## config.mk

```make
export PLATFORM = sky130hd
export DESIGN_NAME = midi_msg_parser
export DESIGN_NICKNAME = d
export VERILOG_FILES = /design/src/rtl/midi_pkg.sv /design/src/rtl/midi_uart_rx.sv /design/src/rtl/midi_msg_parser.sv
export SDC_FILE = /design/constraint.sdc
export NUM_CORES = 1
export LEC_CHECK = 0
export BUFFER_PORTS_ARGS = -buffer_cell sky130_fd_sc_hd__buf_4
export CORE_UTILIZATION = 25
export CTS_CLUSTER_SIZE = 30
export DETAILED_ROUTE_END_ITERATION = 16
export GPL_ROUTABILITY_DRIVEN = 1
export PLACE_DENSITY = 0.51
export SLEW_MARGIN = 20
export SYNTH_ARGS = -nofsm -noshare
export SYNTH_HDL_FRONTEND = slang
export SYNTH_SLANG_ARGS = --single-unit
```

## constraint.sdc

```tcl
create_clock -name CLK -period 4.68 [get_ports CLK]
set_clock_uncertainty 0.15 [all_clocks]
set_input_delay 1.17 -clock CLK [delete_from_list [all_inputs] [get_ports CLK]]
set_output_delay 1.17 -clock CLK [all_outputs]
set_load 0.05 [all_outputs]
```

## src/rtl/midi_pkg.sv

```systemverilog
// Shared constants, state encodings and helpers for the MIDI IN front end.
package midi_pkg;

   localparam logic [7:0] NOTE_OFF = 8'h80;
   localparam logic [7:0] NOTE_ON  = 8'h90;
   localparam logic [7:0] CTRL     = 8'hB0;
   localparam logic [7:0] PROG     = 8'hC0;
   localparam logic [7:0] CHPRESS  = 8'hD0;
   localparam logic [7:0] SYS      = 8'hF0;
   localparam logic [7:0] RT_MIN   = 8'hF8;

   typedef enum logic [2:0] {
      U_IDLE,
      U_START,
      U_DATA,
      U_STOP,
      U_BREAK
   } uart_state_e;

   typedef enum logic [1:0] {
      P_WAIT_STATUS,
      P_WAIT_D1,
      P_WAIT_D2
   } parse_state_e;

   function automatic int unsigned bit_clks(input int unsigned clk_hz, input int unsigned baud);
      return clk_hz / baud;
   endfunction

   // Counter never narrower than 11 bits so default rates fit with margin.
   function automatic int unsigned cnt_width(input int unsigned bc);
      return ($clog2(bc) > 11) ? $clog2(bc) : 11;
   endfunction

   function automatic logic is_one_data(input logic [7:0] st);
      return (st[7:4] == PROG[7:4]) || (st[7:4] == CHPRESS[7:4]);
   endfunction

endpackage

```

## src/rtl/midi_uart_rx.sv

```systemverilog
// MIDI RX deserialiser: 2-FF synchroniser plus start/data/stop UART FSM.
module midi_uart_rx
   import midi_pkg::*;
#(
   parameter int unsigned BIT_CLKS = 1600
) (
   input  logic       clk_i,
   input  logic       rst_ni,
   input  logic       rx_i,
   output logic [7:0] byte_o,
   output logic       valid_o,
   output logic       err_o
);

   localparam int unsigned CW = cnt_width(BIT_CLKS);
   localparam logic [CW-1:0] HALF_M1 = CW'(BIT_CLKS / 2 - 1);
   localparam logic [CW-1:0] FULL_M1 = CW'(BIT_CLKS - 1);

   logic          sync1_q, sync2_q;
   uart_state_e   state_q, state_d;
   logic [CW-1:0] cnt_q, cnt_d;
   logic [2:0]    idx_q, idx_d;
   logic [7:0]    sh_q, sh_d;
   logic          valid_q, valid_d;
   logic          err_q, err_d;
   logic          tick;

   always_ff @(posedge clk_i or negedge rst_ni) begin
      if (!rst_ni) begin
         sync1_q <= 1'b1;
         sync2_q <= 1'b1;
         state_q <= U_IDLE;
         cnt_q   <= '0;
         idx_q   <= '0;
         sh_q    <= '0;
         valid_q <= 1'b0;
         err_q   <= 1'b0;
      end else begin
         sync1_q <= rx_i;
         sync2_q <= sync1_q;
         state_q <= state_d;
         cnt_q   <= cnt_d;
         idx_q   <= idx_d;
         sh_q    <= sh_d;
         valid_q <= valid_d;
         err_q   <= err_d;
      end
   end

   always_comb begin
      state_d = state_q;
      cnt_d   = cnt_q;
      idx_d   = idx_q;
      sh_d    = sh_q;
      valid_d = 1'b0;
      err_d   = 1'b0;
      tick    = (cnt_q == '0);
      unique case (state_q)
         U_IDLE: begin
            if (!sync2_q) begin
               state_d = U_START;
               cnt_d   = HALF_M1;
            end
         end
         U_START: begin
            if (!tick) begin
               cnt_d = cnt_q - CW'(1);
            end else if (sync2_q) begin
               state_d = U_IDLE;
            end else begin
               state_d = U_DATA;
               cnt_d   = FULL_M1;
               idx_d   = '0;
            end
         end
         U_DATA: begin
            if (!tick) begin
               cnt_d = cnt_q - CW'(1);
            end else begin
               sh_d  = {sync2_q, sh_q[7:1]};
               cnt_d = FULL_M1;
               if (idx_q == 3'd7) state_d = U_STOP;
               else               idx_d   = idx_q + 3'd1;
            end
         end
         U_STOP: begin
            if (!tick) begin
               cnt_d = cnt_q - CW'(1);
            end else if (sync2_q) begin
               valid_d = 1'b1;
               state_d = U_IDLE;
            end else begin
               err_d   = 1'b1;
               state_d = U_BREAK;
            end
         end
         U_BREAK: begin
            if (sync2_q) state_d = U_IDLE;
         end
         default: state_d = U_IDLE;
      endcase
   end

   always_comb begin
      byte_o  = sh_q;
      valid_o = valid_q;
      err_o   = err_q;
   end

endmodule

```

## src/rtl/midi_msg_parser.sv

```systemverilog
// MIDI IN front end: UART receive plus channel-message parser with running status.
module midi_msg_parser
   import midi_pkg::*;
#(
   parameter int unsigned CLK_HZ  = 50_000_000,
   parameter int unsigned BAUD    = 31250,
   parameter bit          OMNI    = 1'b1,
   parameter logic [3:0]  CHANNEL = 4'd0
) (
   input  logic        CLK,
   input  logic        RST_N,
   input  logic        MIDI_RX,
   output logic [23:0] MIDI_MSG,
   output logic        MIDI_MSG_RDY,
   output logic        RX_ERR
);

   localparam int unsigned BIT_CLKS = bit_clks(CLK_HZ, BAUD);

   logic [7:0]   rx_byte;
   logic         rx_valid;
   logic         rx_err;

   parse_state_e state_q, state_d;
   logic [7:0]   rs_q, rs_d;
   logic         rs_vld_q, rs_vld_d;
   logic [7:0]   d1_q, d1_d;
   logic [23:0]  msg_q, msg_d;
   logic         rdy_q, rdy_d;
   logic         cmpl;
   logic [23:0]  cmpl_msg;

   midi_uart_rx #(
      .BIT_CLKS(BIT_CLKS)
   ) u_rx (
      .clk_i  (CLK),
      .rst_ni (RST_N),
      .rx_i   (MIDI_RX),
      .byte_o (rx_byte),
      .valid_o(rx_valid),
      .err_o  (rx_err)
   );

   always_ff @(posedge CLK or negedge RST_N) begin
      if (!RST_N) begin
         state_q  <= P_WAIT_STATUS;
         rs_q     <= '0;
         rs_vld_q <= 1'b0;
         d1_q     <= '0;
         msg_q    <= '0;
         rdy_q    <= 1'b0;
      end else begin
         state_q  <= state_d;
         rs_q     <= rs_d;
         rs_vld_q <= rs_vld_d;
         d1_q     <= d1_d;
         msg_q    <= msg_d;
         rdy_q    <= rdy_d;
      end
   end

   always_comb begin
      state_d  = state_q;
      rs_d     = rs_q;
      rs_vld_d = rs_vld_q;
      d1_d     = d1_q;
      cmpl     = 1'b0;
      cmpl_msg = '0;
      if (rx_valid) begin
         if (rx_byte >= RT_MIN) begin
            state_d = state_q;
         end else if (rx_byte >= SYS) begin
            rs_d     = '0;
            rs_vld_d = 1'b0;
            state_d  = P_WAIT_STATUS;
         end else if (rx_byte >= NOTE_OFF) begin
            rs_d     = rx_byte;
            rs_vld_d = 1'b1;
            state_d  = P_WAIT_D1;
         end else if (state_q == P_WAIT_D2) begin
            cmpl     = 1'b1;
            cmpl_msg = {rs_q, d1_q, rx_byte};
            state_d  = P_WAIT_D1;
         end else if (state_q == P_WAIT_D1 || rs_vld_q) begin
            // WAIT_STATUS with a live running status behaves exactly like WAIT_D1.
            d1_d = rx_byte;
            if (is_one_data(rs_q)) begin
               cmpl     = 1'b1;
               cmpl_msg = {rs_q, rx_byte, 8'h00};
               state_d  = P_WAIT_D1;
            end else begin
               state_d  = P_WAIT_D2;
            end
         end
      end
   end

   always_comb begin
      msg_d = msg_q;
      rdy_d = 1'b0;
      if (cmpl && (OMNI || cmpl_msg[19:16] == CHANNEL)) begin
         msg_d = cmpl_msg;
         rdy_d = 1'b1;
      end
      MIDI_MSG     = msg_q;
      MIDI_MSG_RDY = rdy_q;
      RX_ERR       = rx_err;
   end

endmodule
```

# == Yosys cells after proc, flatten, opt, wreduce, memory -nomap -nowiden ==
# Cells that the tools add are included.
# Widths: inputs -> output; s select.
# totals
wordCells,107
input_bits,3
register_bits,73
out_inout_bits,26
# classes
add_sub_neg,2
bitwise_logic,4
n_lt_le_gt_ge,3
eq_ne,19
muxes,50
reduce_logical,15
# op_table
cell,n
$mux 24,7
$mux 11,5
$pmux 11 s4,1
$mux 3,11
$ge 8x8->1 const B,3
$mux 1,16
$mux 8,2
$pmux 3 s5,1
$mux 2,6
$reduce_and 6->1,2
$logic_not 11->1,1
$sub 11x1->11 const B,1
$ne 2x1->1 const B,5
$eq 4x4->1 const B,2
$ne 2x2->1 const B,4
$reduce_bool 4->1,2
$eq 3x2->1 const B,2
$eq 3x3->1 const B,2
$pmux 3 s2,1
$reduce_and 3->1,2
$reduce_and 5->1,1
$not 1->1,4
$reduce_and 4->1,1
$reduce_bool 2->1,2
other kinds (8),9

# == Depth between registers and ports, before layout ==
# Gate-level depths: netlist of run 1.
# depth
word_depth,10
ltp_mapped,8
depth_no_buf,7

# == By module ==
# From an unflattened synthesis of run 1, not the netlist that was laid out.
# hier_totals
hier_cells,306
hier_area_um2,3495.9
# modules_own_cells
module,seq_area_each_um2,instances,area_each_um2,cells_per_inst
midi_msg_parser,1101.1,1,1925.6,163
midi_uart_rx,728.2,1,1570.3,143

# == Worst setup path after synthesis of run 1 ==
# Ideal clock, no wire load.
# synth_timing
path_type,flip-flop to flip-flop
startpoint,reg u_rx.cnt_q[0]
endpoint,"reg u_rx.sh_q[0], in the netlist u_rx.byte_o[0]"
n_path_buf,0
t_arrival_ns,2.258
synth_period_minus_slack_ns,2.533
path_stages_with_launch,7
slack_ns,2.147
required_time_ns,4.405
setup_ns,0.125
cell_sequence,dfrtp_1 inv_1 ha_1 or4b_4 or3_4 nor4b_4 mux2_2
# synth_via
elab_chain_cells,2
# synth_rtl
element,line_no,text
"start, declared",midi_uart_rx.sv:21,"logic [CW-1:0] cnt_q, cnt_d;"
"start signal, assigned",midi_uart_rx.sv:42,cnt_q <= cnt_d;
$logic_not 11->1,midi_uart_rx.sv:57,tick = (cnt_q == '0);
$reduce_and 2->1 (no line),-,
"end signal, assigned",midi_uart_rx.sv:35,sh_q <= '0;
"end signal, assigned",midi_uart_rx.sv:44,sh_q <= sh_d;
"end, declared",midi_uart_rx.sv:23,"logic [7:0] sh_q, sh_d;"
# No other way between the ends.
# A chain may end at the register's enable or synchronous reset.

# == Worst setup path after layout of run 1 ==
# layout_timing
startpoint,reg u_rx.cnt_q[0]
endpoint,reg u_rx.cnt_q[6]
# layout_via
elab_chain_cells,3
elab_cells_between_ends,9
cone_classes,add/sub (1); eq/ne (2); mux (4); reduce/logical (2)
# layout_rtl
element,line_no,text
$sub 11x1->11 or $logic_not 11->1 (tied branches),-,
"$mux 11, or another cell as far along",midi_uart_rx.sv:87,if (!tick) begin
$pmux 11 s4 or $reduce_and 4->1 (tied branches),-,
# Parallel ways exist; a longest one is shown, timed or not. The select of a mux whose other input is x is not followed.

==> metrics.txt, run 1 <==
CP endpoint kind=flop; Crit Path Max Fanout=11; Synth top cells by count=dfrtp_1 (71), nand2_1 (58), nor2_1 (37); Clk Latency, worst-skew pair=330 ps; post-detailed-route DRC marker count=0; Die H=116 um; Setup crit start kind=flop; gr ovfl total=0; endpoints failing hold=0; worst-margin pin slew=1070 ps; Num Clock Sinks=73; non-filler cells, final=519; Vias/cell=4.64; Main synth FF type=dfrtp_1; crit path kind=reg2reg; TritonCTS clock tree=built; slew margin rel.=28.1%; Synth Cell Area=3260 sq um; synth warn=0; status=finished, final reports clean; nets=350; peak supply drop=0.156 mV; first-pass GRT wire length=11.6 mm; CTS max path bufs=2; WP data required=4740 ps; Max H-tree Level=3; fmax=351 MHz; Clock Root Buffer=clkbuf_16; cts bufs inserted=9; Initial Utilization=25.7%; Leak=1.84 nW; initial antenna violation count=0; remaining antenna violation count after routing=0; pwr dens=335 nW/um^2; top-count cell post-synth=dfrtp_1; RSZ-0062 raised after global routing=no; GPL Wtd Cong=0.795; Post-CTS Resized=0; Post-Route WL=6.62 mm; HP Class=reg2reg; area share of the largest cell type after synthesis=54.5%; register area share after synthesis=56.1%; # hold bufs at CTS=0; setup tns final=0 ps; FFs w/ async S/R, synth=100%; drt initial violations=112; Cell Count Post-Placement=504; final worst-path cycle share=60.9%; Post-Syn Instances=322; EDFF count, synth=0; Chip Width=116 um; layout cells sized above 1=18.4%; Max-Cap Viols=0; synth unique cells=53; max-slew violations=0; Std-Cell Rows=41; io pins=29; Synth area leader=dfrtp_1; TritonRoute pass-1 iters=4; PortBufs=28; Setup-failing EPs final=0; post-layout minimum cycle time=2850 ps; Clock transition at path regs=50 ps; Area growth, synth to finish=19.7%; CP arrival=2910 ps; ranking of synthesized cells by area=dfrtp_1 (55%), nand2_1 (6.7%), mux2_2 (4.8%), nor2_1 (4.3%), nand3_1 (2.6%); n_diodes=0; Vias=2407; Avg WL per Cell=12.8 um; Synthesized Nets=329; postcts setup bufs=0; syn avg cell area=10.1 sq um; largest net degree at the start of global routing=74; Detailed Place HPWL=4.35 mm; CORE AREA=12700 sq um; vias in the first global route=2354; FF+latch count, synth=73; GRT Total Usage=11.3%; Die Area=13500 sq um
-- stage by stage --
stage | utilization [%] | cell area (sq um) | hold slack (ps) | setup WS, ps | power (mW)
floorplan | - | 3260 | 195 | 2150 | 0.646
global placement | 28.5 | 3620 | 196 | 1850 | 0.660
detailed placement | 28.5 | 3620 | 198 | 1740 | 0.661
CTS | 30.8 | 3900 | 206 | 1740 | 1.33
global route | 30.8 | 3900 | 208 | 1470 | 1.36
finish | 30.8 | 3900 | 205 | 1830 | 1.31
-- final timing paths --
| check | start | to | slack (ps) | cells past startpoint |
|---|---|---|---|---|
| worst max register to register | u_rx.cnt_q[0]$_DFFE_PN0P_ | u_rx.cnt_q[6]$_DFFE_PN0P_ | 1830 | 7 |
| worst max-delay path | u_rx.cnt_q[0]$_DFFE_PN0P_ | u_rx.cnt_q[6]$_DFFE_PN0P_ | 1830 | 7 |
| worst min-delay path | u_rx.sync1_q$_DFF_PN1_ | u_rx.sync2_q$_DFF_PN1_ | 210 | 0 |
| max in group asynchronous | RST_N | rs_vld_q$_DFFE_PN0P_ | 2950 | 1 |
| min in group asynchronous | RST_N | MIDI_MSG[3]$_DFFE_PN0P_ | 830 | 1 |
| worst min register to register | u_rx.sync1_q$_DFF_PN1_ | u_rx.sync2_q$_DFF_PN1_ | 210 | 0 |
-- layout make-up --
class	instances	area, sq um
clock buffers	10	229
repair buffers	28	210
well taps	172	215
inverters	5	18.8
flip-flops and latches	73	1830
clock inverters	5	57.6
fillers	1299	8770
multi-input cells	226	1340
-- flip-flops by register name, indices dropped and copies added, names as in the netlist --
signal / count
MIDI_MSG_RDY: 1
u_rx.err_o: 1
u_rx.state_q: 3
u_rx.idx_q: 3
u_rx.cnt_q: 11
rs_q: 8
u_rx.valid_o: 1
state_q: 2
u_rx.byte_o: 8
u_rx.sync1_q: 1
MIDI_MSG: 24
d1_q: 8
rs_vld_q: 1
u_rx.sync2_q: 1
-- critical path, cell delays in order, from the launching register on --
cell     delay [ps]
dfrtp_1         420
inv_1           100
ha_1            140
or4b_4          490
o31ai_1         330
a31oi_1         380
and2_0          380
a221o_1         340
-- layer usage --
metal / vias to the layer above / track usage [%] / part of all wire (%)
met5: - / 0 / 0
met1: 1178 / 13.6 / 47
met4: 0 / 4.53 / 0.83
met2: 49 / 18.2 / 49
li1: 1174 / - / -
met3: 6 / 4.26 / 3.6
-- layout by cell type (no fill, tap or decap), drive strengths merged, types with 4 or more instances in the layout --
master,synthesis,routed
nand2b,4,4
o2bb2ai,4,4
a221oi,7,7
a21oi,8,8
nand2,58,58
mux2,15,15
nor2b,4,4
clkbuf,16,10
or3,4,4
buf,2,28
nor2,37,37
dfrtp,71,71
inv,4,4
nand3,17,17
o21ai,12,12
a31oi,5,5
ha,4,4
nor3,6,6
-- logic make-up after synthesis --
group,synth area share (%)
buffers and inverters,2.69
AND/OR/NAND/NOR,22.0
adder cells (fa/ha/maj),1.54
multiplexers,5.18
flip-flops,56.1
AO/OA/AOI/OAI,12.2
XOR/XNOR,0.269
-- power by group --
group / total (mW) / switching [mW] / internal (mW)
logic: 0.0144 / 0.0126 / 0.00178
registers: 0.634 / 0.000822 / 0.633
clock network: 0.658 / 0.250 / 0.408
total: 1.31 / 0.264 / 1.04
Power figures use the tool's default switching activity.
==> run 2: changes to the inputs <==
--- a/config.mk
+++ b/config.mk
@@ -10,7 +10,7 @@
 export CTS_CLUSTER_SIZE = 30
 export DETAILED_ROUTE_END_ITERATION = 16
 export GPL_ROUTABILITY_DRIVEN = 1
-export PLACE_DENSITY = 0.51
+export PLACE_DENSITY = 0.52
 export SLEW_MARGIN = 20
 export SYNTH_ARGS = -nofsm -noshare
 export SYNTH_HDL_FRONTEND = slang
==> constraint.sdc (replaced) <==
create_clock -name CLK -period 2.3 [get_ports CLK]
set_clock_uncertainty 0.15 [all_clocks]
set_input_delay 0.575 -clock CLK [delete_from_list [all_inputs] [get_ports CLK]]
set_output_delay 0.575 -clock CLK [all_outputs]
set_load 0.05 [all_outputs]
==> metrics.txt, run 2 (synthesis gave the netlist of run 1 again) <==
status=finished, violations left; failing checks=hold timing, setup timing; Vias/cell=4.48 (-3.3%); Clock Root Buffer=clkbuf_16; Setup-failing EPs final=16 (+16); initial antenna violation count=0 (unchanged); Chip Width=116 um (unchanged); fmax=415 MHz (+18%); PortBufs=28 (unchanged); switching fraction of total power=20.1% (-0.071 points); Area growth, synth to finish=29.3%; vias in the first global route=2475 (+5.1%); NetSw=0.566 mW (+110%); remaining antenna violation count after routing=0 (unchanged); Leak=2.02 nW (+9.5%); post-layout minimum cycle time=2410 ps (-441 ps); Seq pwr share=45.8% (-2.7 points); reg2reg setup slack=-110 ps (-1940 ps); worst-margin pin slew=943 ps (-131 ps); TritonRoute pass-1 iters=4 (unchanged); cts bufs inserted=9 (unchanged); Die H=116 um (unchanged); Cell Count Post-Placement=529 (+5.0%); Internal=2.25 mW (+120%); non-filler cells, final=548 (+5.6%); Avg WL per Cell=12.7 um (-0.23%); crit path kind=reg2reg; CORE AREA=12700 sq um (unchanged); Max H-tree Level=3 (unchanged); slew margin rel.=37.0% (+8.9 points); max-slew violations=0 (unchanged); WP data required=2360 ps (-2380 ps); n_diodes=0 (unchanged); RSZ-0062 raised after global routing=yes; layout cells sized above 1=27.4% (+8.9 points); Setup crit start kind=flop; first-pass GRT wire length=12.0 mm (+3.5%); # hold bufs at CTS=0 (unchanged); CP endpoint kind=flop; GPL Wtd Cong=0.792 (-0.45%); Clk Latency, worst-skew pair=330 ps (about the same); Max-Cap Viols=0 (unchanged); Post-Route Utilization=33.2% (+2.4 points); most common cell after layout, fill and taps aside=dfrtp_1; peak supply drop=0.358 mV (+130%); Post-Route WL=6.98 mm (+5.3%); Fin Hold WS=-0.913 ps (-206 ps); final worst-path cycle share=105% (+44 points); largest net degree at the start of global routing=49 (-34%); endpoints failing hold=1 (+1); commonest non-fill, non-tap cells in the layout=dfrtp_1 (71), nand2_1 (58), buf_4 (54); Clock transition at path regs=60 ps (about the same); Die Area=13500 sq um (unchanged); gr ovfl total=0 (unchanged); post-detailed-route DRC marker count=0 (unchanged); Vias=2457 (+2.1%); nets=378 (+8.0%); Num Clock Sinks=73 (unchanged); drt initial violations=85 (-24%); HP Class=in2async; Initial Utilization=25.7% (unchanged); io pins=29 (unchanged); Std-Cell Rows=41 (unchanged); register area=1830 sq um (unchanged); Largest register FFs=24 (unchanged); combinational share of power=1.2% (about the same); Clock power frac=53.0% (+2.6 points); GRT Total Usage=11.5% (+0.22 points); multi-input logic area=1390 sq um (+3.7%); CP arrival=2470 ps (-440 ps); Fillers=1323 (+1.8%); PnR worst setup slack=-110 ps (-1940 ps); Detailed Place HPWL=4.83 mm (+11%); pwr dens=669 nW/um^2 (+100%); CTS max path bufs=2 (unchanged); TritonCTS clock tree=built; Crit Path Max Fanout=9 (-2)
run 2: cell types whose count changed in the layout (fill, tap and decap cells not counted), sizes merged:
cell and change:
inv +1, buf +28, clkinv +2, bufinv +1, clkinvlp -3
run 2: critical path, cell delays in order, from the launching register on:
cell     delay, ps
dfrtp_1        380
inv_2           60
ha_1           130
or4b_4         470
or3_4          360
nor4b_4        230
buf_6          170
mux2_2         330
run 2: path summary, 6_finish.rpt:
path                                           startpoint                    endpoint  cells past startpoint
worst max register to register  u_rx.cnt_q[0]$_DFFE_PN0P_  u_rx.byte_o[5]$_DFFE_PN0P_                      7
worst max-delay path            u_rx.cnt_q[0]$_DFFE_PN0P_  u_rx.byte_o[5]$_DFFE_PN0P_                      7
max in group asynchronous                           RST_N   u_rx.cnt_q[6]$_DFFE_PN0P_                      2
min in group CLK                   u_rx.sync1_q$_DFF_PN1_      u_rx.sync2_q$_DFF_PN1_                      0
worst min-delay path                                RST_N    MIDI_MSG[20]$_DFFE_PN0P_                      1
worst min register to register     u_rx.sync1_q$_DFF_PN1_      u_rx.sync2_q$_DFF_PN1_                      0
run 2: what timing repair did:
item / 4_1_cts / 5_1_grt
endpoints found under the setup margin: 17 / 21
pin swaps: 1 / 3
resized for setup: 4 / 11
setup buffers: 1 / 2
run 2: through the flow:
stage / power (mW) / setup WS [ps] / setup TNS (ps) / hold WS [ps] / cell area (sq um)
3_3_place_gp: 1.35 / -125 / -921 / 198 / 3820
2_1_floorplan: 1.32 / -233 / -2230 / 129 / 3260
4_1_cts: 2.87 / -139 / -1150 / 2.98 / 4150
6_report: 2.82 / -110 / -949 / -0.913 / 4210
3_5_place_dp: 1.35 / -169 / -1440 / 201 / 3820
5_1_grt: 2.92 / -215 / -2870 / 12.2 / 4210
run 2: final cells by class:
cell class	instances	area share (%)
clock buffer	10	5.44
clock inverter	6	2.17
timing repair buffer	56	10.4
sequential	73	43.4
inverter	5	0.446
tap	172	5.11
multi-input combinational	226	33.1
run 2: power groups by stage:
stage / clock network, mW / registers (mW) / logic (mW)
floorplan: 0 / 1.31 / 0.00261
global placement: 0 / 1.31 / 0.0357
detailed placement: 0 / 1.31 / 0.0368
CTS: 1.54 / 1.29 / 0.0369
global route: 1.59 / 1.29 / 0.0408
finish: 1.49 / 1.29 / 0.0339
run 2: metal layers:
layer,share of wire (%),GRT usage (%),up-vias,wire (um)
met3,4.0,4.00,6,281
met4,1.1,3.50,0,75
met2,48,19.3,38,3370
met5,0,0,-,0
li1,-,-,1234,-
met1,47,13.8,1179,3250
